<file path="config.mk">
export PLATFORM = sky130hd
export DESIGN_NAME = instruction_decode_hz
export DESIGN_NICKNAME = d
export VERILOG_FILES = /design/src/rtl/id_pkg.sv /design/src/rtl/regfile_bypass.sv /design/src/rtl/instruction_decode_hz.sv
export SDC_FILE = /design/constraint.sdc
export NUM_CORES = 2
export LEC_CHECK = 0
export CAP_MARGIN = 20
export CELL_PAD_IN_SITES_DETAIL_PLACEMENT = 1
export CELL_PAD_IN_SITES_GLOBAL_PLACEMENT = 1
export CORE_ASPECT_RATIO = 0.9
export CORE_MARGIN = 1.5
export CORE_UTILIZATION = 46
export CTS_CLUSTER_SIZE = 12
export DETAILED_ROUTE_END_ITERATION = 10
export PLACE_DENSITY = 0.82
export REMOVE_ABC_BUFFERS = 1
export SYNTH_ARGS = -nofsm -noshare
export SYNTH_HDL_FRONTEND = slang
export SYNTH_HIERARCHICAL = 1
export SYNTH_SLANG_ARGS = --single-unit
</file>
<file path="constraint.sdc">
create_clock -name clk -period 5.13 [get_ports clk]
set_input_delay 0.7695 -clock clk [delete_from_list [all_inputs] [get_ports clk]]
set_output_delay 0.7695 -clock clk [all_outputs]
set_load 0.01 [all_outputs]
</file>
<file path="src/rtl/id_pkg.sv">
// +----------------------------------------------------------------------------+
// | id_pkg                                                                     |
// | Opcode/funct encodings, ALU control codes and decode helpers for ID stage. |
// | Revision: 1.0                                                              |
// +----------------------------------------------------------------------------+
`default_nettype none

package id_pkg;

  localparam logic [5:0] OP_RTYPE = 6'd0;
  localparam logic [5:0] OP_J     = 6'd2;
  localparam logic [5:0] OP_BEQ   = 6'd4;
  localparam logic [5:0] OP_BNE   = 6'd5;
  localparam logic [5:0] OP_BGT   = 6'd7;
  localparam logic [5:0] OP_ADDI  = 6'd8;
  localparam logic [5:0] OP_LW    = 6'd35;
  localparam logic [5:0] OP_SW    = 6'd43;

  localparam logic [5:0] FN_SLL = 6'd0;
  localparam logic [5:0] FN_SRL = 6'd2;
  localparam logic [5:0] FN_SRA = 6'd3;
  localparam logic [5:0] FN_MUL = 6'd24;
  localparam logic [5:0] FN_DIV = 6'd26;
  localparam logic [5:0] FN_ADD = 6'd32;
  localparam logic [5:0] FN_SUB = 6'd34;
  localparam logic [5:0] FN_AND = 6'd36;
  localparam logic [5:0] FN_OR  = 6'd37;
  localparam logic [5:0] FN_XOR = 6'd38;
  localparam logic [5:0] FN_NOR = 6'd39;
  localparam logic [5:0] FN_SLT = 6'd42;

  localparam logic [3:0] ALUCTR_ADD = 4'd0;
  localparam logic [3:0] ALUCTR_SUB = 4'd1;
  localparam logic [3:0] ALUCTR_SLT = 4'd2;
  localparam logic [3:0] ALUCTR_MUL = 4'd3;
  localparam logic [3:0] ALUCTR_DIV = 4'd4;
  localparam logic [3:0] ALUCTR_AND = 4'd5;
  localparam logic [3:0] ALUCTR_OR  = 4'd6;
  localparam logic [3:0] ALUCTR_XOR = 4'd7;
  localparam logic [3:0] ALUCTR_NOR = 4'd8;
  localparam logic [3:0] ALUCTR_SLL = 4'd9;
  localparam logic [3:0] ALUCTR_SRL = 4'd10;
  localparam logic [3:0] ALUCTR_SRA = 4'd11;

  typedef struct packed {
    logic memtoreg;
    logic memwrite;
    logic jump;
    logic beq;
    logic bne;
    logic bgt;
  } ctrl_t;

  localparam ctrl_t CTRL_NONE = '0;

  typedef struct packed {
    logic       legal;
    logic [3:0] aluctr;
  } rfn_t;

  function automatic rfn_t decode_funct(input logic [5:0] funct);
    rfn_t r;
    r.legal  = 1'b1;
    r.aluctr = ALUCTR_ADD;
    case (funct)
      FN_ADD:  r.aluctr = ALUCTR_ADD;
      FN_SUB:  r.aluctr = ALUCTR_SUB;
      FN_SLT:  r.aluctr = ALUCTR_SLT;
      FN_MUL:  r.aluctr = ALUCTR_MUL;
      FN_DIV:  r.aluctr = ALUCTR_DIV;
      FN_AND:  r.aluctr = ALUCTR_AND;
      FN_OR:   r.aluctr = ALUCTR_OR;
      FN_XOR:  r.aluctr = ALUCTR_XOR;
      FN_NOR:  r.aluctr = ALUCTR_NOR;
      FN_SLL:  r.aluctr = ALUCTR_SLL;
      FN_SRL:  r.aluctr = ALUCTR_SRL;
      FN_SRA:  r.aluctr = ALUCTR_SRA;
      default: r.legal  = 1'b0;
    endcase
    return r;
  endfunction

endpackage

`default_nettype wire

</file>
<file path="src/rtl/regfile_bypass.sv">
// +----------------------------------------------------------------------------+
// | regfile_bypass                                                             |
// | 2R/1W register file, R0 reads zero, same-cycle write data bypassed to reads.|
// | Revision: 1.0                                                              |
// +----------------------------------------------------------------------------+
`default_nettype none

module regfile_bypass #(
  parameter int XLEN = 32,
  parameter int NREG = 32,
  parameter int RAW  = $clog2(NREG)
) (
  input  logic            clk,
  input  logic [RAW-1:0]  ra1_i,
  input  logic [RAW-1:0]  ra2_i,
  input  logic [RAW-1:0]  wa_i,
  input  logic [XLEN-1:0] wd_i,
  output logic [XLEN-1:0] rd1_o,
  output logic [XLEN-1:0] rd2_o
);

  logic [XLEN-1:0] mem_q [NREG];
  logic            w_we;

  assign w_we = (wa_i != '0);

  // Storage is intentionally not reset; R0 is masked on the read side.
  always_ff @(posedge clk) begin
    if (w_we) begin
      mem_q[wa_i] <= wd_i;
    end
  end

  always_comb begin
    rd1_o = mem_q[ra1_i];
    if (ra1_i == '0) begin
      rd1_o = '0;
    end else if (w_we && (ra1_i == wa_i)) begin
      rd1_o = wd_i;
    end
  end

  always_comb begin
    rd2_o = mem_q[ra2_i];
    if (ra2_i == '0) begin
      rd2_o = '0;
    end else if (w_we && (ra2_i == wa_i)) begin
      rd2_o = wd_i;
    end
  end

endmodule

`default_nettype wire

</file>
<file path="src/rtl/instruction_decode_hz.sv">
// +----------------------------------------------------------------------------+
// | instruction_decode_hz                                                      |
// | ID stage: register read, decode into DX, load-use/stall/flush handling.    |
// | Revision: 1.0                                                              |
// +----------------------------------------------------------------------------+
`default_nettype none

module instruction_decode_hz #(
  parameter int XLEN = 32,
  parameter int NREG = 32,
  parameter int RAW  = $clog2(NREG)
) (
  input  logic            clk,
  input  logic            rst,
  input  logic            if_valid,
  input  logic [31:0]     if_ir,
  input  logic [XLEN-1:0] if_pc,
  input  logic            ex_stall,
  input  logic            flush,
  input  logic [RAW-1:0]  wb_rd,
  input  logic [XLEN-1:0] wb_data,
  output logic            id_stall,
  output logic            dx_valid,
  output logic [XLEN-1:0] dx_a,
  output logic [XLEN-1:0] dx_b,
  output logic [XLEN-1:0] dx_rt,
  output logic [RAW-1:0]  dx_rd,
  output logic [3:0]      dx_aluctr,
  output logic            dx_memtoreg,
  output logic            dx_memwrite,
  output logic            dx_jump,
  output logic            dx_beq,
  output logic            dx_bne,
  output logic            dx_bgt,
  output logic [XLEN-1:0] dx_offset,
  output logic [27:0]     dx_address,
  output logic [4:0]      dx_shamt,
  output logic [XLEN-1:0] dx_pc,
  output logic            dx_illegal
);

  import id_pkg::*;

  logic [5:0]      w_op;
  logic [5:0]      w_funct;
  logic [RAW-1:0]  w_rs;
  logic [RAW-1:0]  w_rt;
  logic [RAW-1:0]  w_rdf;
  logic [XLEN-1:0] w_rs_val;
  logic [XLEN-1:0] w_rt_val;
  logic [XLEN-1:0] w_sext;
  rfn_t            w_rfn;

  logic            w_legal;
  logic            w_uses_rt;
  logic            w_use_imm;
  logic [3:0]      w_aluctr;
  ctrl_t           w_ctrl;
  logic [RAW-1:0]  w_dst;
  logic            w_hazard;
  logic            w_issue;
  logic            w_load_data;

  logic            dx_valid_q,   dx_valid_d;
  ctrl_t           dx_ctrl_q,    dx_ctrl_d;
  logic [RAW-1:0]  dx_rd_q,      dx_rd_d;
  logic [3:0]      dx_aluctr_q,  dx_aluctr_d;
  logic            dx_illegal_q, dx_illegal_d;
  logic [XLEN-1:0] dx_a_q,       dx_a_d;
  logic [XLEN-1:0] dx_b_q,       dx_b_d;
  logic [XLEN-1:0] dx_rt_q,      dx_rt_d;
  logic [XLEN-1:0] dx_offset_q,  dx_offset_d;
  logic [27:0]     dx_address_q, dx_address_d;
  logic [4:0]      dx_shamt_q,   dx_shamt_d;
  logic [XLEN-1:0] dx_pc_q,      dx_pc_d;

  assign w_op    = if_ir[31:26];
  assign w_funct = if_ir[5:0];
  assign w_rs    = if_ir[21 +: RAW];
  assign w_rt    = if_ir[16 +: RAW];
  assign w_rdf   = if_ir[11 +: RAW];
  assign w_sext  = {{(XLEN-16){if_ir[15]}}, if_ir[15:0]};
  assign w_rfn   = decode_funct(w_funct);

  regfile_bypass #(
    .XLEN (XLEN),
    .NREG (NREG),
    .RAW  (RAW)
  ) u_regfile (
    .clk   (clk),
    .ra1_i (w_rs),
    .ra2_i (w_rt),
    .wa_i  (wb_rd),
    .wd_i  (wb_data),
    .rd1_o (w_rs_val),
    .rd2_o (w_rt_val)
  );

  always_comb begin
    w_legal   = 1'b0;
    w_uses_rt = 1'b0;
    w_use_imm = 1'b0;
    w_aluctr  = ALUCTR_ADD;
    w_ctrl    = CTRL_NONE;
    w_dst     = '0;
    case (w_op)
      OP_RTYPE: begin
        w_legal   = w_rfn.legal;
        w_uses_rt = 1'b1;
        w_aluctr  = w_rfn.aluctr;
        w_dst     = w_rdf;
      end
      OP_LW: begin
        w_legal         = 1'b1;
        w_use_imm       = 1'b1;
        w_dst           = w_rt;
        w_ctrl.memtoreg = 1'b1;
      end
      OP_SW: begin
        w_legal         = 1'b1;
        w_uses_rt       = 1'b1;
        w_use_imm       = 1'b1;
        w_ctrl.memwrite = 1'b1;
      end
      OP_BEQ: begin
        w_legal    = 1'b1;
        w_uses_rt  = 1'b1;
        w_aluctr   = ALUCTR_SUB;
        w_ctrl.beq = 1'b1;
      end
      OP_BNE: begin
        w_legal    = 1'b1;
        w_uses_rt  = 1'b1;
        w_aluctr   = ALUCTR_SUB;
        w_ctrl.bne = 1'b1;
      end
      OP_BGT: begin
        w_legal    = 1'b1;
        w_uses_rt  = 1'b1;
        w_aluctr   = ALUCTR_SUB;
        w_ctrl.bgt = 1'b1;
      end
      OP_J: begin
        w_legal     = 1'b1;
        w_ctrl.jump = 1'b1;
      end
      OP_ADDI: begin
        w_legal   = 1'b1;
        w_use_imm = 1'b1;
        w_dst     = w_rt;
      end
      default: ;
    endcase
  end

  // A load in DX whose result is needed now must let one bubble through.
  assign w_hazard = dx_valid_q & dx_ctrl_q.memtoreg & (dx_rd_q != '0) & if_valid &
                    ((dx_rd_q == w_rs) | (w_uses_rt & (dx_rd_q == w_rt)));
  assign id_stall    = (ex_stall | w_hazard) & ~flush;
  assign w_issue     = if_valid & ~w_hazard;
  assign w_load_data = flush | ~ex_stall;

  always_comb begin
    dx_valid_d   = dx_valid_q;
    dx_ctrl_d    = dx_ctrl_q;
    dx_rd_d      = dx_rd_q;
    dx_aluctr_d  = dx_aluctr_q;
    dx_illegal_d = 1'b0;
    dx_a_d       = dx_a_q;
    dx_b_d       = dx_b_q;
    dx_rt_d      = dx_rt_q;
    dx_offset_d  = dx_offset_q;
    dx_address_d = dx_address_q;
    dx_shamt_d   = dx_shamt_q;
    dx_pc_d      = dx_pc_q;

    if (w_load_data) begin
      dx_a_d       = w_rs_val;
      dx_b_d       = w_use_imm ? w_sext : w_rt_val;
      dx_rt_d      = w_rt_val;
      dx_offset_d  = {w_sext[XLEN-3:0], 2'b00};
      dx_address_d = {if_ir[25:0], 2'b00};
      dx_shamt_d   = if_ir[10:6];
      dx_pc_d      = if_pc;
    end

    if (flush || !ex_stall) begin
      dx_valid_d  = 1'b0;
      dx_ctrl_d   = CTRL_NONE;
      dx_rd_d     = '0;
      dx_aluctr_d = ALUCTR_ADD;
      if (!flush && w_issue) begin
        if (w_legal) begin
          dx_valid_d  = 1'b1;
          dx_ctrl_d   = w_ctrl;
          dx_rd_d     = w_dst;
          dx_aluctr_d = w_aluctr;
        end else begin
          dx_illegal_d = 1'b1;
        end
      end
    end
  end

  always_ff @(posedge clk or posedge rst) begin
    if (rst) begin
      dx_valid_q   <= 1'b0;
      dx_ctrl_q    <= CTRL_NONE;
      dx_rd_q      <= '0;
      dx_aluctr_q  <= '0;
      dx_illegal_q <= 1'b0;
      dx_a_q       <= '0;
      dx_b_q       <= '0;
      dx_rt_q      <= '0;
      dx_offset_q  <= '0;
      dx_address_q <= '0;
      dx_shamt_q   <= '0;
      dx_pc_q      <= '0;
    end else begin
      dx_valid_q   <= dx_valid_d;
      dx_ctrl_q    <= dx_ctrl_d;
      dx_rd_q      <= dx_rd_d;
      dx_aluctr_q  <= dx_aluctr_d;
      dx_illegal_q <= dx_illegal_d;
      dx_a_q       <= dx_a_d;
      dx_b_q       <= dx_b_d;
      dx_rt_q      <= dx_rt_d;
      dx_offset_q  <= dx_offset_d;
      dx_address_q <= dx_address_d;
      dx_shamt_q   <= dx_shamt_d;
      dx_pc_q      <= dx_pc_d;
    end
  end

  assign dx_valid    = dx_valid_q;
  assign dx_a        = dx_a_q;
  assign dx_b        = dx_b_q;
  assign dx_rt       = dx_rt_q;
  assign dx_rd       = dx_rd_q;
  assign dx_aluctr   = dx_aluctr_q;
  assign dx_memtoreg = dx_ctrl_q.memtoreg;
  assign dx_memwrite = dx_ctrl_q.memwrite;
  assign dx_jump     = dx_ctrl_q.jump;
  assign dx_beq      = dx_ctrl_q.beq;
  assign dx_bne      = dx_ctrl_q.bne;
  assign dx_bgt      = dx_ctrl_q.bgt;
  assign dx_offset   = dx_offset_q;
  assign dx_address  = dx_address_q;
  assign dx_shamt    = dx_shamt_q;
  assign dx_pc       = dx_pc_q;
  assign dx_illegal  = dx_illegal_q;

endmodule

`default_nettype wire
</file>
==> results.sh <==
export IMPL_status="complete, no violations"
export IMPL_dr_first_iter_drc_count=5858
export IMPL_drv_cap=0
export IMPL_worst_setup_path_type="flip-flop to output pin"
export IMPL_crit_arrival_ns=3.64
export IMPL_h_tree_depth=3
export IMPL_p_total_mw=22.4
export IMPL_first_global_vias=39500
export IMPL_p_leak_nw=22.8
export IMPL_setup_slack_ns=0.724
export IMPL_cts_max_path_buffers=3
export IMPL_fin_crit_ns=4.41
export IMPL_path_clk_slew_ns=0.06
export IMPL_wirelength_mm=199
export IMPL_cp_required_ns=4.36
export IMPL_place_congestion=0.851
export IMPL_crit_fanout=5
export IMPL_power_density_nw_per_um2=344
export IMPL_placed_area_um2=61300
export IMPL_portBuffers=312
export IMPL_antenna_left=0
export IMPL_synth_seq_cells=1195
export IMPL_crit_buf_inv=1
export IMPL_dp_slack_ns=0.713
export IMPL_cts_sinks=1195
export IMPL_yosysTopAreaCellShare_pct=54.9
export IMPL_gr_total_overflow=0
export IMPL_final_cell_area_um2=65200
export IMPL_die_area_um2=124000
export IMPL_clkPwrFrac_pct=38.0
export IMPL_yosysSeqAreaShare_pct=62.5
export IMPL_syn_avg_cell_area_um2=15.9
export IMPL_core_area_um2=121000
export IMPL_crit_family="simple AND/OR/NAND/NOR gates"
export IMPL_ios=317
export IMPL_met3_usage_pct=7.87
export IMPL_via_per_inst=6.86
export IMPL_num_nets_final=3938
export IMPL_end_kind="output pin"
export IMPL_synth_area_um2=56000
export IMPL_cts_hold_buf=0
export IMPL_post_dp_hpwl_mm=121
export IMPL_post_route_util_pct=53.9
export IMPL_ctsResizeCount=0
export IMPL_cp_slowest_cell="nor4_1"
export IMPL_hold_class="flip-flop to flip-flop"
export IMPL_synth_cells=3513
export IMPL_crit_top_cell="nor2_1"
export IMPL_tns_ns=0
export IMPL_p_comb_share_pct=12.4
export IMPL_synth_cell_types=65
export IMPL_start_kind="flip-flop"
export IMPL_first_pass_iters=6
export IMPL_antenna_found_initial=3
export IMPL_tightest_slew_ns=1.16
export IMPL_drive_gt1_share_pct=20.9
export IMPL_path_cells="xor2_1 -> nor4_1 -> nand3_1 -> o21ai_0 -> nor2_1 -> nor2_1 -> clkdlybuf4s50_1"
export IMPL_rsz0062_at_grt="no"
export IMPL_synth_warnings=6
export IMPL_p_switching_mw=5.67
export IMPL_setup_viol_count_final=0
export IMPL_vdd_ir_drop_max_mv=0.286
export IMPL_drv_slew=0
export IMPL_top_usage_layer="met2"
export IMPL_grt_max_degree=109
export IMPL_cts_root_buf="clkbuf_16"
export IMPL_cts_made_buffers=120
export IMPL_insertion_delay_ns=0.77
export IMPL_synth_top_area_cell="edfxtp_1"
export IMPL_drc=0
export IMPL_max_freq_ghz=0.227
export IMPL_skew_ns=0.0265
export IMPL_worst_hold_slack_ns=0.468
export IMPL_instances_no_fill=5537
export IMPL_via_count=38000
export IMPL_start_util_pct=46.3
export IMPL_period_share_pct=85.9
export IMPL_cts_setup_buffers=0
export IMPL_hold_viol=0
export IMPL_slowest_delay_ns=0.76
export IMPL_p_int_mw=16.8
export IMPL_area_delta_synth_final_pct=16.4
export IMPL_p_seq_share_pct=49.6
export IMPL_ys_top_cells_by_area="edfxtp_1 55%, mux4_2 15%, dfrtp_1 7.6%, mux2i_1 5.9%, nand2_1 3.2%"
export IMPL_maxSlewHeadroom_pct=22.7
export IMPL_grt_pass1_wl_mm=284
export IMPL_synth_edf_count=1024
export IMPL_wl_per_cell_um=36.0
export IMPL_met1_usage_pct=41.8
export IMPL_dp_cells=5302
export IMPL_die_x_um=371
export IMPL_grt_usage_pct=31.9
export IMPL_async_flop_share_pct=14.3
export IMPL_cts_tree="yes"
export IMPL_p_sw_share_pct=25.3
export IMPL_ys_flop_type="edfxtp_1"
export IMPL_std_cell_rows=121
export IMPL_die_h_um=334
export IMPL_grtUsageMet2_pct=50.7
==> layout make-up <==
type                    instances  area (um2)
fillers                     11300       55700
flip-flops and latches       1195       35000
multi-input cells            2035       19600
repair buffers                476        4810
clock buffers                 193        3460
well taps                    1599        2000
clock inverters                32         270
inverters                       4        22.5
diodes                          3        7.51
==> cell usage in the layout, fill, tap and decap left out, types with 26 or more instances in the layout <==
master	Yosys	layout
o21ai_0	92	92
clkbuf_1	131	56
a221oi_1	29	29
buf_4	73	134
a22o_1	40	40
nor2_4	0	31
mux2i_1	328	328
o221ai_1	27	27
a21oi_1	109	109
nor2b_1	33	29
conb_1	2	36
dfrtp_1	171	171
o22ai_1	36	36
mux4_2	382	382
edfxtp_1	1024	1024
buf_12	0	26
mux2_2	42	42
a211oi_1	45	45
nand2_1	482	481
nor2_1	85	53
clkdlybuf4s50_1	0	302
clkbuf_16	0	122
a22oi_1	32	32
==> worst register-to-register path: cells and delay by family (launching register included) <==
kind | cells | cell delay (ns)
flip-flops | 1 | 0.53
AO/OA/AOI/OAI | 2 | 0.48
XOR/XNOR | 1 | 0.23
AND/OR/NAND/NOR | 3 | 1.24
==> power by group through the flow <==
stage                     registers [mW]  clock network, mW  logic, mW
after floorplan                     11.3                  0       1.09
after global routing                11.2               8.89       2.90
after CTS                           11.1               8.58       2.73
after detailed placement            11.3                  0       2.70
after global placement              11.3                  0       2.63
final                               11.1               8.54       2.77
==> logic make-up after synthesis <==
family	count (synthesis)	share of synthesized area, %
AND/OR/NAND/NOR	701	5.29
XOR/XNOR	20	0.313
flip-flops	1195	62.5
multiplexers	752	22.1
other	2	0.0134
buffers and inverters	317	3.21
adder cells (fa/ha/maj)	1	0.0179
AO/OA/AOI/OAI	525	6.58
==> synthesized netlist by cell type, types with 8 or more instances <==
| master | number |
|---|---|
| buf_6 | 32 |
| dfrtp_1 | 171 |
| nor2b_1 | 33 |
| o21ai_0 | 92 |
| nand2_1 | 482 |
| xnor2_1 | 8 |
| a221o_1 | 20 |
| a211oi_1 | 45 |
| mux2_2 | 42 |
| buf_4 | 73 |
| a21oi_1 | 109 |
| nand2b_1 | 18 |
| o221ai_1 | 27 |
| buf_1 | 18 |
| mux2i_1 | 328 |
| mux4_2 | 382 |
| nor3_1 | 20 |
| o21ai_1 | 11 |
| a22oi_1 | 32 |
| buf_2 | 57 |
| edfxtp_1 | 1024 |
| a221oi_2 | 13 |
| a2111oi_0 | 15 |
| clkbuf_1 | 131 |
| a31oi_1 | 12 |
| a221oi_1 | 29 |
| o22ai_1 | 36 |
| nand3_1 | 15 |
| a22o_1 | 40 |
| nor2_1 | 85 |
| o31ai_1 | 9 |
| xor2_1 | 12 |
==> path summary, 6_finish.rpt <==
path / slack (ns) / depth (start not counted) / start / to
hold reg to reg: 0.47 / 2 / dx_rt[12] / dx_rt[12]
min in group asynchronous: 0.48 / 2 / rst / dx_pc[0]
setup reg to reg: 2.48 / 6 / dx_rd[0] / dx_memtoreg
max in group asynchronous: 3.60 / 3 / rst / dx_b[19]
hold / removal: 0.47 / 2 / dx_rt[12] / dx_rt[12]
setup / recovery: 0.72 / 7 / dx_rd[0] / id_stall
==> routing by layer <==
layer	routed length, um	share of wire (%)	vias to the layer above
met5	13	0.0065	-
met4	9910	5.0	2
met3	24900	12	582
met2	93300	47	3001
met1	71100	36	19800
li1	-	-	14700
==> flip-flops by register name, indices dropped and copies added, names as in the netlist <==
signal           flops
dx_a                32
dx_address          22
dx_aluctr            4
dx_b                32
dx_beq               1
dx_bgt               1
dx_bne               1
dx_illegal           1
dx_jump              1
dx_memtoreg          1
dx_memwrite          1
dx_pc               32
dx_rd                5
dx_rt               32
dx_shamt             4
dx_valid             1
u_regfile/mem_q   1024
Note: power is estimated with default switching activity, not from simulation.
